<file path="src/rtl/decode_order_arbiter.sv">
// In-order issue sequencer for the shared decode-mux slot. It grants at most one of the
// A/B/D format decoders per cycle, and only the one holding the next expected major/minor ID.

module decode_order_match #(
    parameter int majW = 64,
    parameter int minW = 7
) (
    input  logic            req,
    input  logic [majW-1:0] majId,
    input  logic [minW-1:0] minId,
    input  logic [minW-1:0] numMicroOps,
    input  logic [majW-1:0] expMajId,
    input  logic [minW-1:0] expMinId,
    output logic            match,
    output logic            lastUop
);
    logic [minW:0] minPlusOne;
    logic [minW:0] uopCount;

    // Widened by one bit so that minId all-ones cannot wrap onto a valid count
    assign minPlusOne = {1'b0, minId} + (minW+1)'(1);
    assign uopCount   = (numMicroOps == '0) ? (minW+1)'(1) : {1'b0, numMicroOps};
    assign match      = req && (majId == expMajId) && (minId == expMinId);
    assign lastUop    = (minPlusOne == uopCount);
endmodule

module decode_order_arbiter #(
    parameter int instructionCounterWidth = 64,
    parameter int instMinIdWidth          = 7,
    parameter int timeoutCycles           = 15,
    parameter int timeoutWidth            = 4
) (
    input  logic                               clock_i,
    input  logic                               reset_i,
    input  logic                               Areq_i,
    input  logic                               Breq_i,
    input  logic                               Dreq_i,
    input  logic [instructionCounterWidth-1:0] AMajId_i,
    input  logic [instructionCounterWidth-1:0] BMajId_i,
    input  logic [instructionCounterWidth-1:0] DMajId_i,
    input  logic [instMinIdWidth-1:0]          AMinId_i,
    input  logic [instMinIdWidth-1:0]          BMinId_i,
    input  logic [instMinIdWidth-1:0]          DMinId_i,
    input  logic [instMinIdWidth-1:0]          AnumMicroOps_i,
    input  logic [instMinIdWidth-1:0]          BnumMicroOps_i,
    input  logic [instMinIdWidth-1:0]          DnumMicroOps_i,
    input  logic                               stall_i,
    input  logic                               flush_i,
    input  logic [instructionCounterWidth-1:0] flushMajId_i,
    output logic                               Aenable_o,
    output logic                               Benable_o,
    output logic                               Denable_o,
    output logic [instructionCounterWidth-1:0] nextMajId_o,
    output logic [instMinIdWidth-1:0]          nextMinId_o,
    output logic                               hung_o,
    output logic                               dupErr_o
);
    localparam int NUM_LANES = 3;  // lane 0 = A (highest priority), 1 = B, 2 = D

    typedef enum logic {RUN, HUNG} arbState_e;

    arbState_e                             state_q, state_d;
    logic [instructionCounterWidth-1:0]    nextMajId_q, nextMajId_d;
    logic [instMinIdWidth-1:0]             nextMinId_q, nextMinId_d;
    logic [timeoutWidth-1:0]               waitCnt_q, waitCnt_d, waitCntInc;
    logic                                  dupErr_q, dupErr_d;

    logic [NUM_LANES-1:0]                              laneReq, laneMatch, laneLast, grant;
    logic [NUM_LANES-1:0][instructionCounterWidth-1:0] laneMajId;
    logic [NUM_LANES-1:0][instMinIdWidth-1:0]          laneMinId, laneNum;
    logic                                              grantOk, grantLast, found;

    assign laneReq   = {Dreq_i, Breq_i, Areq_i};
    assign laneMajId = {DMajId_i, BMajId_i, AMajId_i};
    assign laneMinId = {DMinId_i, BMinId_i, AMinId_i};
    assign laneNum   = {DnumMicroOps_i, BnumMicroOps_i, AnumMicroOps_i};

    for (genvar i = 0; i < NUM_LANES; i++) begin : gLane
        decode_order_match #(
            .majW(instructionCounterWidth),
            .minW(instMinIdWidth)
        ) uMatch (
            .req        (laneReq[i]),
            .majId      (laneMajId[i]),
            .minId      (laneMinId[i]),
            .numMicroOps(laneNum[i]),
            .expMajId   (nextMajId_q),
            .expMinId   (nextMinId_q),
            .match      (laneMatch[i]),
            .lastUop    (laneLast[i])
        );
    end

    assign grantOk = (state_q == RUN) && !stall_i && !flush_i;

    always_comb begin
        grant     = '0;
        grantLast = 1'b0;
        found     = 1'b0;
        for (int i = 0; i < NUM_LANES; i++) begin
            if (grantOk && laneMatch[i] && !found) begin
                grant[i]  = 1'b1;
                grantLast = laneLast[i];
                found     = 1'b1;
            end
        end
    end

    assign waitCntInc = waitCnt_q + timeoutWidth'(1);

    always_comb begin
        state_d     = state_q;
        nextMajId_d = nextMajId_q;
        nextMinId_d = nextMinId_q;
        waitCnt_d   = waitCnt_q;
        dupErr_d    = dupErr_q || ($countones(laneMatch) > 1);
        if (flush_i) begin
            state_d     = RUN;
            nextMajId_d = flushMajId_i;
            nextMinId_d = '0;
            waitCnt_d   = '0;
        end else if (state_q == RUN) begin
            if (found) begin
                waitCnt_d = '0;
                if (grantLast) begin
                    nextMajId_d = nextMajId_q + instructionCounterWidth'(1);
                    nextMinId_d = '0;
                end else begin
                    nextMinId_d = nextMinId_q + instMinIdWidth'(1);
                end
            end else if (stall_i) begin
                waitCnt_d = waitCnt_q;
            end else if (|laneReq) begin
                // Not stalled and nothing granted means every request is unmatched
                if (waitCntInc == timeoutWidth'(timeoutCycles)) begin
                    state_d   = HUNG;
                    waitCnt_d = '0;
                end else begin
                    waitCnt_d = waitCntInc;
                end
            end else begin
                waitCnt_d = '0;
            end
        end
    end

    always_ff @(posedge clock_i or posedge reset_i) begin
        if (reset_i) begin
            state_q     <= RUN;
            nextMajId_q <= '0;
            nextMinId_q <= '0;
            waitCnt_q   <= '0;
            dupErr_q    <= 1'b0;
        end else begin
            state_q     <= state_d;
            nextMajId_q <= nextMajId_d;
            nextMinId_q <= nextMinId_d;
            waitCnt_q   <= waitCnt_d;
            dupErr_q    <= dupErr_d;
        end
    end

    assign Aenable_o   = grant[0];
    assign Benable_o   = grant[1];
    assign Denable_o   = grant[2];
    assign nextMajId_o = nextMajId_q;
    assign nextMinId_o = nextMinId_q;
    assign hung_o      = (state_q == HUNG);
    assign dupErr_o    = dupErr_q;
endmodule
</file>
<file path="config.mk">
export PLATFORM = sky130hd
export DESIGN_NAME = decode_order_arbiter
export DESIGN_NICKNAME = d
export VERILOG_FILES = /design/src/rtl/decode_order_arbiter.sv
export SDC_FILE = /design/constraint.sdc
export NUM_CORES = 1
export LEC_CHECK = 0
export CAP_MARGIN = 20
export CORE_AREA = 2 2 146 148
export CTS_CLUSTER_DIAMETER = 80
export CTS_CLUSTER_SIZE = 25
export DETAILED_ROUTE_END_ITERATION = 8
export DIE_AREA = 0 0 148 150
export GPL_TIMING_DRIVEN = 1
export PLACE_DENSITY = 0.83
export SLEW_MARGIN = 15
export SYNTH_ARGS = -nofsm -noshare
export SYNTH_HDL_FRONTEND = slang
export SYNTH_SLANG_ARGS = --single-unit
</file>
<file path="constraint.sdc">
create_clock -name clock_i -period 7.6 [get_ports clock_i]
set_input_delay 1.14 -clock clock_i [delete_from_list [all_inputs] [get_ports clock_i]]
set_output_delay 1.14 -clock clock_i [all_outputs]
set_load 0.02 [all_outputs]
</file>
---- Yosys cells after proc, flatten, opt, wreduce, memory -nomap -nowiden ----
Cells that the tools add are included.
cells by class
  add/sub/neg operators ................... 8
  magnitude comparators ................... 1
  equal/unequal tests ..................... 12
  multiplexer cells ....................... 31
  bitwise operators ....................... 1
  reductions and logical operators ........ 27
operator list
  cell                     count
  $mux W64                 4
  $eq A64 B64 Y1           3
  $add A64 B1 Y64 const B  1
  $mux W7                  7
  $add A7 B1 Y8 const B    3
  $eq A8 B8 Y1             3
  $mux W4                  6
  $eq A7 B7 Y1             3
  $logic_not A7 Y1         3
  $mux W1                  14
  $logic_and A1 B1 Y1      13
  $add A7 B1 Y7 const B    1
  $add A4 B1 Y4 const B    1
  $eq A4 B4 Y1 const B     1
  $logic_not A1 Y1         4
  $reduce_and A2 Y1        2
  $reduce_bool A2 Y1       2
  $add A2 B1 Y3            1
  $gt A3 B1 Y1 const B     1
  $ne A3 B1 Y1 const B     1
  $reduce_and A3 Y1        1
  $reduce_or A3 Y1         1
  $add A1 B1 Y2            1
  $ne A2 B2 Y1 const B     1
  2 further kinds          2
word-level totals
  flip-flop bits (word level) ............. 77
  input port bits ......................... 305
  output and inout port bits .............. 76
  logic and storage cells ................. 85

---- Logic depth before layout (Yosys ltp) ----
Gate-level depths: netlist of the first run.
  depth after elaboration ................. 15
  depth in mapped cells ................... 12
  gate-level depth less buffers ........... 9

---- Hierarchy ----
Synthesis of the first run repeated with hierarchy kept, for this count alone.
second synthesis, totals
  cells, all modules ...................... 1054
  area, all modules ....................... 8284.2 um^2
by module, submodules not included
  module                instances  cells an instance  area an instance (um^2)  seq. area each (um^2)
  decode_order_arbiter  1          577                4947.2                   1926.8
  decode_order_match    3          159                1112.3                   0.0

---- Worst setup path before layout of the first run ----
OpenSTA, ideal clock, no wires.
  path kind ............................... input to output
  start point ............................. input port DMajId_i[44]
  end point ............................... output port Denable_o
  arrival ................................. 2881 ps
  data required time ...................... 6460 ps
  slack ................................... 3579 ps
  stages on the path ...................... 6
  path buffers ............................ 0
  path through ............................ inv_1 o22ai_1 or4_1 or4b_1 a211o_1 nor2_1
between the ends
  word-level cells in the longest chain between the ends .. 6
RTL lines
  what                              RTL line  source
  from (decl)                       40        input logic [instructionCounterWidth-1:0] DMajId_i,
  $eq A64 B64 Y1                    23        assign match = req && (majId == expMajId) && (minId == expMinId);
  $logic_and A1 B1 Y1 (2 in a row)  23
  $logic_and A1 B1 Y1 (2 in a row)  101       if (grantOk && laneMatch[i] && !found) begin
  $mux W1                           101
  to (decl)                         52        output logic Denable_o,
Every way passes these cells.

---- Worst setup path after layout of the first run ----
  start point ............................. input port BMinId_i[0]
  end point ............................... output port Benable_o
between the ends
  word-level cells in the longest chain between the ends .. 5
RTL lines
  what                              RTL line  source
  from (decl)                       42        input logic [instMinIdWidth-1:0] BMinId_i,
  $eq A7 B7 Y1                      23
  $logic_and A1 B1 Y1               23
  $logic_and A1 B1 Y1 (2 in a row)  101
  $mux W1                           101
  to (decl)                         51        output logic Benable_o,
Every way passes these cells.

==> impl_metrics.tcl, run 1 <==
set metrics [dict create \
    status "finished clean" \
    insertion_delay_ps 350 \
    drt_drc_violations_left 0 \
    track_usage_pct 41.7 \
    pwr-share-comb_pct 42.8 \
    avgRoutedWirePerCell_um 27.4 \
    timing.fmax_ghz 0.184 \
    fp.coreArea_um2 20700 \
    swShare_pct 41.7 \
    die_area_um2 22200 \
    netlist_instances 1193 \
    synth_commonest_cells "119 x xnor2_1, 77 x dfrtp_1, 71 x nor4_1" \
    drive_above_1_share_pct 5.23 \
    dpl_cell_area_um2 12900 \
    vdd_drop_max_mv 0.153 \
    die_h_um 150 \
    critPathLaunch "BMinId_i[0]" \
    drv_cap 0 \
    sequential_cell_area_um2 1930 \
    hold_violations 0 \
    numPortBuffers 380 \
    drt_first_pass_iters 5 \
    crit_top_cell "clkdlybuf4s50_1" \
    cts.clk_slew.worst_paths_ps 70 \
    grt_pass1_wl_mm 69.1 \
    crit_end "Benable_o" \
    fillers 1784 \
    yosys_most_used_dff "dfrtp_1" \
    first_global_vias 11100 \
    multi_input_area_um2 6560 \
    final.setup_skew_ps 11.9 \
    num_io_pins 381 \
    routabilityCongestion 1.03 \
    synth_top_cell_by_area "dfrtp_1" \
    clock_path_buffers 2 \
    endpoint_kind "primary output" \
    grt_max_degree 82 \
    critical_path.max_stage_delay_ps 660 \
    ant_nets 0 \
    timing.rr.start "nextMajId_o[52]" \
    clockPowerShare_pct 24.4 \
    cts.sinks 77 \
    rows 53 \
    hold_buffers 0 \
    syn_to_final_growth_pct 44.1 \
    synth.most_common_cell "xnor2_1" \
    synth_top_area_share_pct 20.9 \
    cts_inserted_buffers 9 \
    syn-num-nets 1506 \
    fin_crit_ps 5450 \
    first_iter_violations 1628 \
    die_w_um 148 \
    leakage_uw 0.00484 \
    drt_wl_total_mm 48.4 \
    rr_worst_depth 8 \
    fin_util_pct 64.4 \
    routed_via_density 6.58 \
    rsz0062_at_grt "false" \
    yosysUniqueCellTypes 72 \
    regToRegSetupSlack_ps 2870 \
    cts_tree "done" \
    postCtsSetupBuffers 0 \
    p_seq_share_pct 32.8 \
    ys_warn_count 0 \
    tightest_slew_ps 1000 \
    fin_nets 1798 \
    synth-edff-count 0 \
    tns_ps 0 \
    start_util_pct 44.7 \
    cp.arrival_ps 4310 \
    required_ps 6460 \
    powerDensity_nw_per_um2 163 \
    synth_seq_cells 77 \
    intPower_uw 1270 \
    critPathKind "input pin to primary output" \
    r2r_end "nextMajId_o[36]" \
    post_cts_resized 0 \
    p_switching_uw 904 \
    period_share_pct 71.7 \
    avgSynthCellArea_um2 7.75 \
    cts-htree-levels 3 \
    startpoint_type "input pin" \
    vias 11600 \
    antenna_found_initial 2 \
    finalMaxSlewViolations 0 \
    setup_violations 0 \
    cts_root_buf "clkbuf_16" \
    stdcell_area_um2 13300 \
    hold_path.class "flip-flop to flip-flop" \
    crit_chain "clkdlybuf4s50_1, xor2_1, or4b_1, nor4_1, nand3_1, or4_1, nor2_1, clkdlybuf4s50_1" \
    max-slew-margin-rel_pct 33.3 \
    synth_area_um2 9240 \
    cp_max_fo 5 \
    synthTopCellsByArea "dfrtp_1 21%, xnor2_1 11%, xor2_1 6.3%" \
    gr-total-overflow 0 \
    slowest_stage "clkdlybuf4s50_1" \
    synthArstFlopShare_pct 100 \
    seq_area_frac_synth_pct 20.9 \
    dpl.hpwl_mm 37.6 \
]
-- critical path: cells and delay by family --
kind	cells	cell delay, ps
xor gates and xnor gates	1	200
and+or+nand+nor	5	1780
buffers and inverters	2	1180
-- kinds of logic (layout without fill, tap and decap cells) --
| logic type | after synthesis | count (layout) | synth area share, % |
|---|---|---|---|
| simple gates | 489 | 489 | 30.7 |
| fa+ha+maj | 8 | 8 | 1.08 |
| flops | 77 | 77 | 20.9 |
| mux | 12 | 12 | 1.30 |
| xor+xnor | 185 | 185 | 17.5 |
| buf+inv | 167 | 464 | 8.19 |
| compound gates | 255 | 255 | 20.4 |
| other cells | 0 | 1 | 0 |
-- how the worst min path moves through the flow --
stage / start / endpoint / slack [ps] / cells past startpoint
floorplan: waitCnt_q[3] / waitCnt_q[3] / 490 / 1
global placement: dupErr_o / dupErr_o / 450 / 1
detailed placement: dupErr_o / dupErr_o / 480 / 1
CTS: dupErr_o / dupErr_o / 500 / 1
global route: dupErr_o / dupErr_o / 520 / 1
finish: dupErr_o / dupErr_o / 510 / 1
-- cell type report --
type	count	area share [%]
clock inverter	6	0.874
clock buffer	10	1.79
multi-input combinational	949	49.3
inverter	55	1.55
antenna	1	0.0188
sequential	77	14.5
timing repair buffer	393	29.4
tap	275	2.58
-- state kept, by name, indices dropped and copies added (netlist names) --
name	cells
waitCnt_q	4
nextMajId_o	64
dupErr_o	1
nextMinId_o	7
hung_o	1
-- per-stage QoR --
stage | cells | setup WS, ps | hold WS (ps) | power [uW]
CTS | 1764 | 2190 | 498 | 2130
floorplan | 1193 | 3580 | 487 | 1110
finish | 1766 | 2150 | 511 | 2170
detailed placement | 1748 | 2200 | 483 | 1600
global placement | 1748 | 2120 | 453 | 1590
global route | 1766 | 2050 | 525 | 2230
-- power groups by stage --
| stage | Combinational [uW] | Clock, uW | Sequential, uW |
|---|---|---|---|
| after floorplan | 530 | 0 | 575 |
| after global placement | 893 | 0 | 699 |
| after detailed placement | 905 | 0 | 699 |
| after CTS | 912 | 526 | 691 |
| after global routing | 984 | 546 | 704 |
| final | 928 | 529 | 712 |
-- layer usage --
layer	routed length [um]	vias up	GRT usage, %
met5	0	-	0
met4	3270	0	25.6
met3	5760	172	8.29
met2	21500	904	65.5
met1	17900	5536	53.0
li1	-	5006	-
-- cells in the final DEF (no fill, tap or decap), types with 6 or more instances in the layout --
master / count
dfrtp_1: 77
o41a_1: 11
or3_1: 20
or3b_2: 8
o31ai_1: 6
nor3_1: 25
a21oi_1: 40
clkbuf_16: 9
nand2b_1: 59
o22ai_1: 25
o211ai_1: 8
xnor2_1: 119
a211o_1: 6
nor2b_1: 24
nand3_1: 51
o41ai_1: 7
clkdlybuf4s50_1: 379
o21ai_1: 23
nor4_1: 71
o2bb2ai_1: 7
a211oi_1: 6
nor2_1: 36
inv_1: 51
and3_1: 14
a22oi_1: 20
or4_1: 13
or2_2: 7
and4_1: 7
o21ai_0: 29
buf_4: 13
mux2i_1: 12
ha_1: 8
o221ai_1: 6
nand4_1: 69
xor2_1: 66
nand2_1: 60
o211ai_2: 14
Power figures use the tool's default switching activity.
==> inputs of run 2 (changes only) <==
--- a/config.mk
+++ b/config.mk
@@ -6,13 +6,13 @@
 export NUM_CORES = 1
 export LEC_CHECK = 0
 export CAP_MARGIN = 20
-export CORE_AREA = 2 2 146 148
+export CORE_MARGIN = 1.5
+export CORE_UTILIZATION = 40
 export CTS_CLUSTER_DIAMETER = 80
 export CTS_CLUSTER_SIZE = 25
 export DETAILED_ROUTE_END_ITERATION = 8
-export DIE_AREA = 0 0 148 150
 export GPL_TIMING_DRIVEN = 1
-export PLACE_DENSITY = 0.83
+export PLACE_DENSITY = 0.78
 export SLEW_MARGIN = 15
 export SYNTH_ARGS = -nofsm -noshare
 export SYNTH_HDL_FRONTEND = slang
==> constraint.sdc (replaced) <==
create_clock -name clock_i -period 4.5 [get_ports clock_i]
set_input_delay 0.675 -clock clock_i [delete_from_list [all_inputs] [get_ports clock_i]]
set_output_delay 0.675 -clock clock_i [all_outputs]
set_load 0.02 [all_outputs]
==> run 2 against run 1 <==
  * Cell area increased by 2.6%
  * Sequential cell count is the same
  * Register-to-register slack got worse by 2200 ps
  * Largest power group unchanged
==> impl_metrics.tcl, run 2 (synthesized netlist as in run 1, its figures left out) <==
set metrics [dict create \
    status "finished clean" \
    die_area_um2 24000 \
    drt_first_pass_iters 6 \
    die_h_um 155 \
    syn_to_final_growth_pct 47.8 \
    r2r_end "nextMajId_o[63]" \
    vias 11600 \
    ant_nets 0 \
    sequential_cell_area_um2 1930 \
    dpl.hpwl_mm 39.7 \
    cts_tree "done" \
    slowest_stage "clkdlybuf4s50_1" \
    fp.coreArea_um2 22600 \
    tightest_slew_ps 909 \
    startpoint_type "input pin" \
    fin_crit_ps 4340 \
    hold_path.class "flip-flop to flip-flop" \
    setup_violations 0 \
    avgRoutedWirePerCell_um 27.3 \
    required_ps 3830 \
    final_common_cell "clkdlybuf4s50_1" \
    endpoint_kind "primary output" \
    routabilityCongestion 1.00 \
    finalMaxSlewViolations 0 \
    max-slew-margin-rel_pct 39.4 \
    critical_path.max_stage_delay_ps 620 \
    grt_pass1_wl_mm 71.7 \
    numPortBuffers 380 \
    final.setup_skew_ps 8.00 \
    drive_above_1_share_pct 7.53 \
    tns_ps 0 \
    critPathLaunch "AMinId_i[1]" \
    grt_max_degree 87 \
    hold_buffers 0 \
    cts-htree-levels 3 \
    die_w_um 155 \
    fin_nets 1837 \
    cts_inserted_buffers 9 \
    rr_worst_depth 8 \
    gr-total-overflow 0 \
    leakage_uw 0.00503 \
    vdd_drop_max_mv 0.192 \
    largest_reg_flops 64 \
    rows 55 \
    start_util_pct 40.8 \
    cts.sinks 77 \
    min_from "dupErr_o" \
    cts_root_buf "clkbuf_16" \
    routed_via_density 6.40 \
    cp_max_fo 5 \
    drt_drc_violations_left 0 \
    fillers 2058 \
    track_usage_pct 40.2 \
    insertion_delay_ps 350 \
    antenna_found_initial 5 \
    cp_num_buf_inv 4 \
    period_share_pct 96.4 \
    cp_num_cells 10 \
    clock_path_buffers 2 \
    critPathKind "input pin to primary output" \
    cp.arrival_ps 3660 \
    crit_end "Aenable_o" \
    first_iter_violations 1241 \
    first_global_vias 11400 \
    powerDensity_nw_per_um2 264 \
    cp_top_family "buffers and inverters" \
    final_cell_mix "379 x clkdlybuf4s50_1, 119 x xnor2_1, 77 x dfrtp_1" \
    power_uw 3610 \
    timing.fmax_ghz 0.230 \
    hold_violations 0 \
    drt_wl_total_mm 49.6 \
    regToRegSetupSlack_ps 670 \
    timing.rr.start "nextMajId_o[0]" \
    cts.clk_slew.worst_paths_ps 60 \
    drv_cap 0 \
    rsz0062_at_grt "false" \
    multi_input_area_um2 6570 \
    crit_chain "clkdlybuf4s50_1, xnor2_1, nand4_1, nor4_2, buf_4, nand3_1, buf_4, nor3_1, and2_1, clkdlybuf4s50_1" \
    num_io_pins 381 \
]
run 2: cell count changes in the layout (fill, tap and decap cells not counted), sizes merged:
cell	previous run	this run
clkinv	1	2
clkbuf	10	11
inv	57	55
diode	1	5
bufinv	3	2
buf	14	53
run 2: worst min-delay path by stage:
stage,cells after the start,slack [ps],end
2_1_floorplan,1,490,waitCnt_q[3]
3_3_place_gp,1,450,dupErr_o
3_5_place_dp,1,460,dupErr_o
4_1_cts,1,470,dupErr_o
5_1_grt,1,520,dupErr_o
6_report,1,470,dupErr_o
run 2: per-layer routing:
layer,part of all wire [%],routed length [um],global-route usage [%],up-vias
met4,7.0,3480,26.5,0
met5,0,0,0,-
li1,-,-,-,5075
met1,39,19300,51.7,5538
met2,44,21700,61.9,842
met3,10,5150,7.02,189
run 2: repair_timing:
action | CTS | global route
endpoints found under the setup margin | 0 | 1
gates resized for setup | 0 | 1
buffers inserted | 0 | 0
run 2: cell type report:
class,count,share of cell area (%)
antenna,5,0.0916
clock buffer,11,1.70
clock inverter,4,0.541
inverter,55,1.51
multi-input combinational,949,48.1
sequential,77,14.1
tap,285,2.61
timing repair buffer,432,31.3
run 2: worst register-to-register path, stage by stage (launching register included):
cell and delay (ps):
dfrtp_1 790, and4_1 390, nand4_1 220, or4_1 750, or4_1 740, nand2b_1 340
nor3_1 280, a21oi_1 90, o211ai_2 160
run 2: where the power goes:
group          switching (uW)  leakage (uW)  internal [uW]
registers                 398      0.000911            778
clock network             311      0.000150            484
logic                     807       0.00397            827
total                    1520       0.00503           2090
run 2: stage by stage:
stage	hold WS, ps	worst slack, ps	std cells	utilization [%]	instance area [um^2]
2_1_floorplan	487	1390	1193	-	9240
3_3_place_gp	452	56.5	1798	58.9	13300
3_5_place_dp	458	30.6	1798	58.9	13300
4_1_cts	471	16.8	1813	60.2	13600
5_1_grt	522	21.6	1818	60.3	13700
6_report	472	160	1818	60.3	13700
